File: config.mk
export PLATFORM = sky130hd
export DESIGN_NAME = mergelist_reader
export DESIGN_NICKNAME = d
export VERILOG_FILES = /design/src/rtl/mergesort_pkg.sv /design/src/rtl/mergelist_order_check.sv /design/src/rtl/mergelist_reader.sv
export SDC_FILE = /design/constraint.sdc
export NUM_CORES = 1
export LEC_CHECK = 0
export BUFFER_PORTS_ARGS = -buffer_cell sky130_fd_sc_hd__buf_2
export CORE_AREA = 2 2 57 59
export DETAILED_ROUTE_END_ITERATION = 10
export DIE_AREA = 0 0 59 61
export PLACE_DENSITY_LB_ADDON = 0.1
export RECOVER_POWER = 100
export SLEW_MARGIN = 20
export SYNTH_ARGS = -nofsm -noshare
export SYNTH_HDL_FRONTEND = slang
export SYNTH_SLANG_ARGS = --single-unit
File: constraint.sdc
create_clock -name clk -period 3.97 [get_ports clk]
set_input_delay 0.397 -clock clk [delete_from_list [all_inputs] [get_ports clk]]
set_output_delay 0.397 -clock clk [all_outputs]
set_load 0.02 [all_outputs]
File: src/rtl/mergesort_pkg.sv
// Shared constants for the mergesort memory and its reader/loader blocks.
//   WORD_W / DEPTH / ADDR_W : geometry of one sorted list (32 x 8-bit).
//   ST_*                    : 3-bit state encoding of the list reader FSM.
package mergesort_pkg;

  localparam int WORD_W = 8;
  localparam int DEPTH  = 32;
  localparam int ADDR_W = $clog2(DEPTH);

  typedef logic [2:0] state_t;

  localparam state_t ST_IDLE    = 3'd0;
  localparam state_t ST_FETCH   = 3'd1;
  localparam state_t ST_CAPTURE = 3'd2;
  localparam state_t ST_PRESENT = 3'd3;
  localparam state_t ST_DONE    = 3'd4;

endpackage

File: src/rtl/mergelist_order_check.sv
// Order checker for the streamed list: remembers the previously accepted word
// and raises a sticky flag when an accepted word is smaller (unsigned).
// Ports:
//   clk, rst   : clock, synchronous active-high reset
//   clear_i    : new pass accepted, drop the sticky flag
//   accept_i   : a word is being handed off this cycle
//   first_i    : the word being handed off is index 0 (nothing to compare to)
//   data_i     : the word being handed off
//   err_o      : sticky out-of-order flag
module mergelist_order_check #(
  parameter int WORD_W = 8
) (
  input  logic              clk,
  input  logic              rst,
  input  logic              clear_i,
  input  logic              accept_i,
  input  logic              first_i,
  input  logic [WORD_W-1:0] data_i,
  output logic              err_o
);

  logic [WORD_W-1:0] prev_q;
  logic              err_q;

  always_ff @(posedge clk) begin
    if (rst) begin
      prev_q <= '0;
      err_q  <= 1'b0;
    end else begin
      if (clear_i) begin
        err_q <= 1'b0;
      end else if (accept_i && !first_i && (data_i < prev_q)) begin
        err_q <= 1'b1;
      end
      if (accept_i) begin
        prev_q <= data_i;
      end
    end
  end

  assign err_o = err_q;

endmodule

File: src/rtl/mergelist_reader.sv
// Read side of the sort memory: walks the sorted list from address 0 to
// DEPTH-1 and streams each word on a valid/ready interface, 3 cycles per word.
// Optional feature: define MERGELIST_SORT_CHECK_EN to flag descending pairs
// on sort_err; otherwise sort_err is tied low.
// Ports:
//   clk, rst   : clock, synchronous active-high reset
//   start      : begin a pass (only honoured in IDLE)
//   busy, done : pass in progress / one-cycle end-of-pass pulse
//   mem_addr   : registered read address, mem_rdata returns one cycle later
//   out_*      : streamed word with index and last marker, valid/ready
//   sort_err   : sticky out-of-order indication for the current pass
module mergelist_reader #(
  parameter int WORD_W = mergesort_pkg::WORD_W,
  parameter int DEPTH  = mergesort_pkg::DEPTH,
  parameter int ADDR_W = mergesort_pkg::ADDR_W
) (
  input  logic              clk,
  input  logic              rst,
  input  logic              start,
  output logic              busy,
  output logic              done,
  output logic [ADDR_W-1:0] mem_addr,
  input  logic [WORD_W-1:0] mem_rdata,
  output logic [WORD_W-1:0] out_data,
  output logic              out_valid,
  input  logic              out_ready,
  output logic              out_last,
  output logic [ADDR_W-1:0] out_index,
  output logic              sort_err
);
  import mergesort_pkg::*;

  localparam logic [ADDR_W-1:0] LAST_ADDR = ADDR_W'(DEPTH - 1);

  state_t            state_q, state_d;
  logic [ADDR_W-1:0] mem_addr_q;
  logic [ADDR_W-1:0] out_index_q;
  logic [WORD_W-1:0] out_data_q;
  logic              out_valid_q;
  logic              out_last_q;
  logic              start_acc;
  logic              handshake;

  assign start_acc = (state_q == ST_IDLE) && start;
  assign handshake = (state_q == ST_PRESENT) && out_valid_q && out_ready;

  // State register
  always_ff @(posedge clk) begin
    if (rst) begin
      state_q <= ST_IDLE;
    end else begin
      state_q <= state_d;
    end
  end

  // Next-state logic
  always_comb begin
    state_d = state_q;
    case (state_q)
      ST_IDLE:    if (start) state_d = ST_FETCH;
      ST_FETCH:   state_d = ST_CAPTURE;
      ST_CAPTURE: state_d = ST_PRESENT;
      ST_PRESENT: begin
        if (handshake) begin
          state_d = out_last_q ? ST_DONE : ST_FETCH;
        end
      end
      ST_DONE:    state_d = ST_IDLE;
      default:    state_d = ST_IDLE;
    endcase
  end

  // State-decoded outputs; busy is already low in the DONE cycle
  always_comb begin
    busy = 1'b0;
    done = 1'b0;
    case (state_q)
      ST_FETCH, ST_CAPTURE, ST_PRESENT: busy = 1'b1;
      ST_DONE:                          done = 1'b1;
      default: begin
        busy = 1'b0;
        done = 1'b0;
      end
    endcase
  end

  // Datapath: address counter and the output holding register. The output
  // fields only load in CAPTURE, so they stay frozen while out_valid is high.
  always_ff @(posedge clk) begin
    if (rst) begin
      mem_addr_q  <= '0;
      out_index_q <= '0;
      out_data_q  <= '0;
      out_valid_q <= 1'b0;
      out_last_q  <= 1'b0;
    end else begin
      if (start_acc) begin
        mem_addr_q <= '0;
      end
      if (state_q == ST_CAPTURE) begin
        out_data_q  <= mem_rdata;
        out_index_q <= mem_addr_q;
        out_last_q  <= (mem_addr_q == LAST_ADDR);
        out_valid_q <= 1'b1;
      end
      if (handshake) begin
        out_valid_q <= 1'b0;
        // The last address is never incremented, so mem_addr cannot wrap.
        if (!out_last_q) begin
          mem_addr_q <= mem_addr_q + 1'b1;
        end
      end
    end
  end

  assign mem_addr  = mem_addr_q;
  assign out_data  = out_data_q;
  assign out_valid = out_valid_q;
  assign out_last  = out_last_q;
  assign out_index = out_index_q;

`ifdef MERGELIST_SORT_CHECK_EN
  mergelist_order_check #(
    .WORD_W (WORD_W)
  ) u_order_check (
    .clk      (clk),
    .rst      (rst),
    .clear_i  (start_acc),
    .accept_i (handshake),
    .first_i  (out_index_q == '0),
    .data_i   (out_data_q),
    .err_o    (sort_err)
  );
`else
  assign sort_err = 1'b0;
`endif

endmodule

==> flow_metrics.tcl, run 1 <==
set metrics [dict create \
    slew_violations 0 \
    placementRows 20 \
    post-place-cells 173 \
    min_path_type "in -> reg" \
    crit_start "state_q[1]" \
    final_cells 177 \
    diodes 0 \
    insertion_delay_ns 0.31 \
    fillers 342 \
    die_area_um2 3600 \
    die_w_um 59 \
    finalWeightedCongestion 0.716 \
    grt_max_degree 24 \
    drcViolationCount 0 \
    async_reset_ff_share_pct 0 \
    cts_root_buf "clkbuf_4" \
    critPathKind "reg -> reg" \
    drive_gt1_share_pct 13.2 \
    tritoncts "done" \
    vias 904 \
    final-hold-violation-count 0 \
    ys_seq_elements 23 \
    skew_ns 0.000687 \
    cts_sinks 23 \
    ys_seq_area_share_pct 46.6 \
    synth_edf_count 0 \
    crit_required_ns 4.22 \
    grt_first_pass_wirelength_um 3640 \
    met1_usage_pct 16.7 \
    initial_core_util_pct 33.5 \
    met3_usage_pct 4.26 \
    period_share_pct 42.1 \
    first_pass_iters 3 \
    tns_ns 0 \
    cts_resized 0 \
    post-cts-setup-buffers 0 \
    syn_area_um2 988 \
    finalSetupViolCount 0 \
    status "completed" \
    ys_warn_count 0 \
    ys_types 28 \
    synth_area_leader_cell "dfxtp_1" \
    synth_top_flop_cell "dfxtp_1" \
    ctsHoldBuffers 0 \
    io_pins 35 \
    track_usage_pct 13.6 \
    area_growth_pct 13.9 \
    worst_pin_slew_ns 0.662 \
    worstSetupEndpoint "mem_addr[3]" \
    grt.met2_usage_pct 22.4 \
    fin_nets 159 \
    synth.top_cell.area_share_pct 46.6 \
    rr_worst_depth 3 \
    wl_um 2210 \
    hpwl_um 1580 \
    p_per_area_nw_per_um2 358 \
    placed_area_um2 1130 \
    grt_pass1_vias 787 \
    p_leak_nw 0.400 \
    wl_per_cell_um 12.5 \
    postLayoutCellArea_um2 1130 \
    drt_iter0_drc 13 \
    cp-end-kind "register" \
    reg2reg_from "state_q[1]" \
    maxSlewHeadroom_pct 55.8 \
    rrSetupSlack_ns 2.30 \
    fmax_mhz 599 \
    yosys-top-cells-area "dfxtp_1 (47%), nand2_1 (11%), a21oi_1 (8.6%)" \
    fp.coreArea_um2 2950 \
    post-route-min-period_ns 1.67 \
    vias_per_cell 5.11 \
    cap_violations 0 \
    grt-busiest-layer "met2" \
    antenna_found_initial 0 \
    io_buffers 33 \
    irDropWorstVdd_mv 0.136 \
    rsz0062_at_grt "no" \
    syn_nets 130 \
    dieHeight_um 61 \
    critPathLaunchType "register" \
    cts_buffers 3 \
    postRouteAntennaNets 0 \
    syn_avg_cell_area_um2 8.52 \
    htree_num_levels 1 \
    overflow 0 \
    clock_path_buffers 2 \
    worst-path-max-fanout 10 \
    path_clk_slew_ns 0.13 \
    worstReg2RegEnd "mem_addr[3]" \
    syn_inst 116 \
    cp.arrival_ns 1.92 \
]
-- stage by stage --
stage	util (%)	total power [mW]	hold slack, ns	worst slack, ns
global placement	38.1	0.302	0.440	2.37
finish	38.1	0.403	0.308	2.30
detailed placement	38.1	0.303	0.446	2.34
CTS	39.1	0.410	0.301	2.31
global route	38.1	0.424	0.289	2.20
floorplan	-	0.287	0.486	2.39
-- registers in the layout, summed over array words and instances (netlist names) --
register	flops
mem_addr	5
out_data	8
out_index	5
out_last	1
out_valid	1
state_q	3
-- cell usage after synthesis (2+ instances only) --
| library cell | count |
|---|---|
| nor2_1 | 4 |
| ha_1 | 2 |
| clkbuf_1 | 4 |
| nor3b_1 | 3 |
| a2111oi_0 | 2 |
| dfxtp_1 | 23 |
| a31oi_1 | 2 |
| o211ai_1 | 5 |
| buf_6 | 2 |
| a21oi_1 | 17 |
| nand4b_1 | 2 |
| and3_1 | 2 |
| nand2_1 | 29 |
| nand3_1 | 5 |
-- worst max-delay path, stage by stage, from the launching register on --
cell and delay, ns:
dfxtp_1 0.46, or3b_1 0.49, or4_1 0.50, a31oi_1 0.16
-- cells by family after synthesis --
family,after synthesis,share of synthesized area [%]
DFF,23,46.6
and+or+nand+nor,54,27.3
other,1,0.379
adders and majority gates,2,2.53
buffers and inverters,10,7.72
AOI/OAI and AO/OA,26,15.4
-- cell usage in the layout, fill, tap and decap left out, types with 3 or more instances in the layout --
cell type	Yosys	routed
a21oi_1	17	17
nor3b_1	3	3
clkbuf_1	4	22
o211ai_1	5	5
buf_2	0	11
nand2_1	29	29
clkbuf_4	0	3
dfxtp_1	23	23
nor2_1	4	4
nand3_1	5	5
-- cell type report --
type	instances	area (um^2)	share of cell area (%)
sequential	23	460	40.9
multi-input combinational	83	452	40.1
timing repair buffer	34	145	12.9
tap	33	41.3	3.67
clock buffer	3	22.5	2.00
clock inverter	1	5.00	0.444
-- worst min path at each step --
stage	from	to	slack, ns	cells past startpoint
after global placement	out_data[0]	out_data[0]	0.44	2
after CTS	mem_rdata[6]	out_data[6]	0.30	3
after detailed placement	out_data[0]	out_data[0]	0.45	2
after floorplan	rst	state_q[0]	0.49	1
final	mem_rdata[6]	out_data[6]	0.31	3
after global routing	mem_rdata[6]	out_data[6]	0.29	3
-- power breakdown --
| group | internal [mW] | total, mW | switching (mW) |
|---|---|---|---|
| Combinational | 0.0161 | 0.0507 | 0.0346 |
| Sequential | 0.238 | 0.244 | 0.00608 |
| Clock | 0.0376 | 0.108 | 0.0703 |
| Total | 0.292 | 0.403 | 0.111 |
-- layer usage --
metal / part of all wire, % / wire length (um)
met2: 47 / 1040
met1: 48 / 1050
met3: 4.3 / 96
met4: 0.86 / 19
met5: 0 / 0
Power figures use the tool's default switching activity.
==> run 2, diff against run 1 <==
==> constraint.sdc (replaced) <==
create_clock -name clk -period 1.45 [get_ports clk]
set_input_delay 0.145 -clock clk [delete_from_list [all_inputs] [get_ports clk]]
set_output_delay 0.145 -clock clk [all_outputs]
set_load 0.02 [all_outputs]
==> run 2 against run 1 <==
Against the previous run: first-iteration DRC count up 140%; critical endpoint unchanged; critical path type unchanged; register-to-register slack worse by 2.2 ns; cell area up 5.7%.
==> flow_metrics.tcl, run 2 (synthesis gave the netlist of run 1 again) <==
set metrics [dict create \
    fp.coreArea_um2 2950 \
    initial_core_util_pct 33.5 \
    wl_um 2300 \
    io_pins 35 \
    rrSetupSlack_ns 0.06 \
    hp-start "mem_rdata[4]" \
    ctsHoldBuffers 0 \
    die_w_um 59 \
    p_per_area_nw_per_um2 937 \
    worstReg2RegEnd "mem_addr[3]" \
    min_path_type "in -> reg" \
    overflow 0 \
    htree_num_levels 1 \
    final-hold-violation-count 0 \
    die_area_um2 3600 \
    grt_max_degree 24 \
    reg2reg_from "state_q[1]" \
    cts_sinks 23 \
    slew_violations 0 \
    track_usage_pct 13.8 \
    whs_ns 0.0671 \
    irDropWorstVdd_mv 0.429 \
    cp.arrival_ns 1.64 \
    fmax_mhz 719 \
    clock_path_buffers 2 \
    diodes 0 \
    fin_ws_ns 0.0588 \
    status "completed" \
    period_share_pct 95.9 \
    crit_required_ns 1.69 \
    final_common_cell "nand2_1" \
    post-route-min-period_ns 1.39 \
    io_buffers 33 \
    first_pass_iters 4 \
    wl_per_cell_um 12.5 \
    path_clk_slew_ns 0.13 \
    antenna_found_initial 0 \
    cp-end-kind "register" \
    drt_iter0_drc 31 \
    hpwl_um 1630 \
    tritoncts "done" \
    drcViolationCount 0 \
    dieHeight_um 61 \
    postRouteAntennaNets 0 \
    vias 939 \
    mostFrequentLayoutCells "nand2_1 (29), dfxtp_1 (21), clkbuf_1 (21)" \
    cap_violations 0 \
    largest_reg_flops 8 \
    placed_area_um2 1180 \
    p_leak_nw 0.444 \
    cts_root_buf "clkbuf_4" \
    insertion_delay_ns 0.30 \
    tns_ns 0 \
    vias_per_cell 5.10 \
    grt_first_pass_wirelength_um 3680 \
    postLayoutCellArea_um2 1190 \
    skew_ns 0.00966 \
    critPathKind "reg -> reg" \
    fin_nets 166 \
    worst-path-max-fanout 6 \
    cts_buffers 3 \
    min_to "out_data[4]" \
    fillers 338 \
    grt_pass1_vias 793 \
    holdPathStages 3 \
    rr_worst_depth 3 \
    post-place-ws_ns 0.0493 \
    critPathLaunchType "register" \
    drive_gt1_share_pct 20.5 \
    finalSetupViolCount 0 \
    area_growth_pct 20.4 \
    placementRows 20 \
    rsz0062_at_grt "no" \
    finalWeightedCongestion 0.753 \
]
[run 2: stage by stage]
step	util [%]	cells	power (mW)
final	40.3	184	1.11
after CTS	40.8	183	1.14
after global placement	39.9	179	0.841
after global routing	40.3	184	1.18
after detailed placement	39.9	179	0.843
after floorplan	-	116	0.789
[run 2: how the worst max path moves through the flow]
stage                  end  slack (ns)        from  cells past startpoint
3_5_place_dp   mem_addr[3]        0.05  state_q[2]                      3
2_1_floorplan  mem_addr[3]      -0.005  state_q[2]                      5
5_1_grt               done       0.004  state_q[0]                      3
4_1_cts        mem_addr[3]        0.01  state_q[2]                      3
6_report       mem_addr[3]        0.06  state_q[1]                      3
3_3_place_gp   mem_addr[3]        0.07  state_q[2]                      3
[run 2: final cells by class]
| cell class | instances | area, um^2 | area share, % |
|---|---|---|---|
| Clock buffer | 3 | 22.5 | 1.89 |
| Clock inverter | 1 | 5.00 | 0.421 |
| Multi-Input combinational cell | 83 | 462 | 38.8 |
| Sequential cell | 23 | 465 | 39.1 |
| Tap cell | 33 | 41.3 | 3.47 |
| Timing Repair Buffer | 41 | 194 | 16.3 |
[run 2: what timing repair did]
item	CTS	global route
setup buffers	0	1
resized for setup	0	4
setup endpoints to repair	0	5
[run 2: critical path, cell delays in order, from the launching register on]
cell and delay [ns]:
dfxtp_4 0.39, or3b_4 0.40, or4_4 0.41, a31oi_1 0.13
[run 2: layer usage]
metal	track usage, %	wire length, um	part of all wire (%)
met1	18.3	1090	47
met4	6.17	19	0.82
met3	3.62	162	7.0
met5	0	0	0
met2	21.0	1030	45
[run 2: where the power goes]
group          internal [mW]  switching, mW
clock network          0.103          0.184
registers              0.652         0.0158
logic                 0.0590          0.101
total                  0.814          0.301
==> run 3, diff against run 2 <==
==> constraint.sdc (replaced) <==
create_clock -name clk -period 1.6 [get_ports clk]
set_input_delay 0.16 -clock clk [delete_from_list [all_inputs] [get_ports clk]]
set_output_delay 0.16 -clock clk [all_outputs]
set_load 0.02 [all_outputs]
==> run 3 against run 2 <==
Against the previous run: global-route usage up 0.095 points; clock power is 6% lower; non-clock buffer count is 2 lower; combinational power shrank 18%; critical path depth did not move; maximum frequency is 6.6% lower; core utilization fell by 1.3 points.
==> flow_metrics.tcl, run 3 (synthesis gave the netlist of run 1 again) <==
set metrics [dict create \
    status "completed" \
    period_share_pct 93.1 \
    p_per_area_nw_per_um2 877 \
    grt_first_pass_wirelength_um 3750 \
    tns_ns 0 \
    crit_start "state_q[1]" \
    cts_buffers 3 \
    grt_pass1_vias 824 \
    seqCellArea_um2 462 \
    drcViolationCount 0 \
    tritoncts "done" \
    final_util_pct 39.0 \
    cp-end-kind "register" \
    mostFrequentLayoutCells "nand2_1 (29), clkbuf_1 (25), dfxtp_1 (22)" \
    route.met3.wl_um 87 \
    area_growth_pct 16.5 \
    multi_input_area_um2 452 \
    fillers 331 \
    ctsHoldBuffers 0 \
    whs_ns 0.0651 \
    crit_required_ns 1.84 \
    skew_ns 0.00909 \
    postRouteAntennaNets 0 \
    worst-path-max-fanout 10 \
    final_common_cell "nand2_1" \
    insertion_delay_ns 0.31 \
    dieHeight_um 61 \
    critPathMaxStageDelay_ns 0.47 \
    drive_gt1_share_pct 14.8 \
    diodes 0 \
    cts_resized 0 \
    io_pins 35 \
    wl_um 2330 \
    critPathLaunchType "register" \
    rr_worst_depth 3 \
    htree_num_levels 1 \
    cp_cell_sequence "or3b_1, or4_1, a31oi_1" \
    p_leak_nw 0.414 \
    final-hold-violation-count 0 \
    drt_iter0_drc 28 \
    reg2reg_from "state_q[1]" \
    cap_violations 0 \
    rsz0062_at_grt "no" \
    rrSetupSlack_ns 0.11 \
    fin_nets 164 \
    wl_met1_um 1120 \
    irDropWorstVdd_mv 0.349 \
    vias 924 \
    die_w_um 59 \
    min_path_type "in -> reg" \
    post-place-ws_ns 0.0735 \
    worstSetupEndpoint "mem_addr[3]" \
    initial_core_util_pct 33.5 \
    cp_slowest_cell "or4_1" \
    slew_violations 0 \
    critPathKind "reg -> reg" \
    cts_sinks 23 \
    worstReg2RegEnd "mem_addr[3]" \
    first_pass_iters 4 \
    cts_root_buf "clkbuf_4" \
    clock_path_buffers 2 \
    finalWeightedCongestion 0.748 \
    holdPathStages 3 \
    largest_reg_flops 8 \
    post-cts-setup-buffers 0 \
    wl_per_cell_um 12.8 \
    track_usage_pct 13.9 \
    cp.arrival_ns 1.73 \
    path_clk_slew_ns 0.13 \
    vias_per_cell 5.08 \
    overflow 0 \
    antenna_found_initial 0 \
    finalPower_mw 1.01 \
    finalSetupViolCount 0 \
    fin_ws_ns 0.111 \
    fmax_mhz 671 \
    hpwl_um 1660 \
    die_area_um2 3600 \
    dr_wl_met2_um 1100 \
    grt_max_degree 24 \
    top_layer "met4" \
    post-route-min-period_ns 1.49 \
    fp.coreArea_um2 2950 \
    placementRows 20 \
    io_buffers 33 \
]
-- run 3: worst min path at each step --
stage / start / to / slack, ns
after floorplan: rst / state_q[0] / 0.25
after global placement: mem_rdata[5] / out_data[5] / 0.40
after detailed placement: mem_rdata[6] / out_data[6] / 0.41
after CTS: mem_rdata[6] / out_data[6] / 0.07
after global routing: mem_rdata[6] / out_data[6] / 0.06
final: mem_rdata[6] / out_data[6] / 0.07
-- run 3: critical path: cells and delay by family, from the launching register on --
kind             cells  cell delay [ns]
AND/OR/NAND/NOR      2             0.85
flip-flops           1             0.42
AO/OA/AOI/OAI        1             0.16
-- run 3: metrics by stage --
| stage | instances | instance area (um^2) |
|---|---|---|
| 6_report | 182 | 1150 |
| 5_1_grt | 182 | 1150 |
| 4_1_cts | 182 | 1190 |
| 3_5_place_dp | 178 | 1160 |
| 3_3_place_gp | 178 | 1160 |
| 2_1_floorplan | 116 | 988 |
-- run 3: routing by layer --
layer  up-vias  GRT usage [%]
li1        467              -
met1       435           17.7
met2        20           23.0
met3         2           3.84
met4         0           3.90
met5         -              0
-- run 3: final cells by class --
type | count | area share [%]
timing repair buffer | 39 | 14.8
multi-input combinational | 83 | 39.2
sequential | 23 | 40.1
tap | 33 | 3.59
clock buffer | 4 | 2.28
-- run 3: report_power, final --
group / internal (mW) / switching [mW] / total (mW) / leakage [nW]
clock network: 0.0974 / 0.172 / 0.270 / 0.0150
registers: 0.591 / 0.0161 / 0.607 / 0.187
logic: 0.0442 / 0.0879 / 0.132 / 0.212
total: 0.733 / 0.276 / 1.01 / 0.414
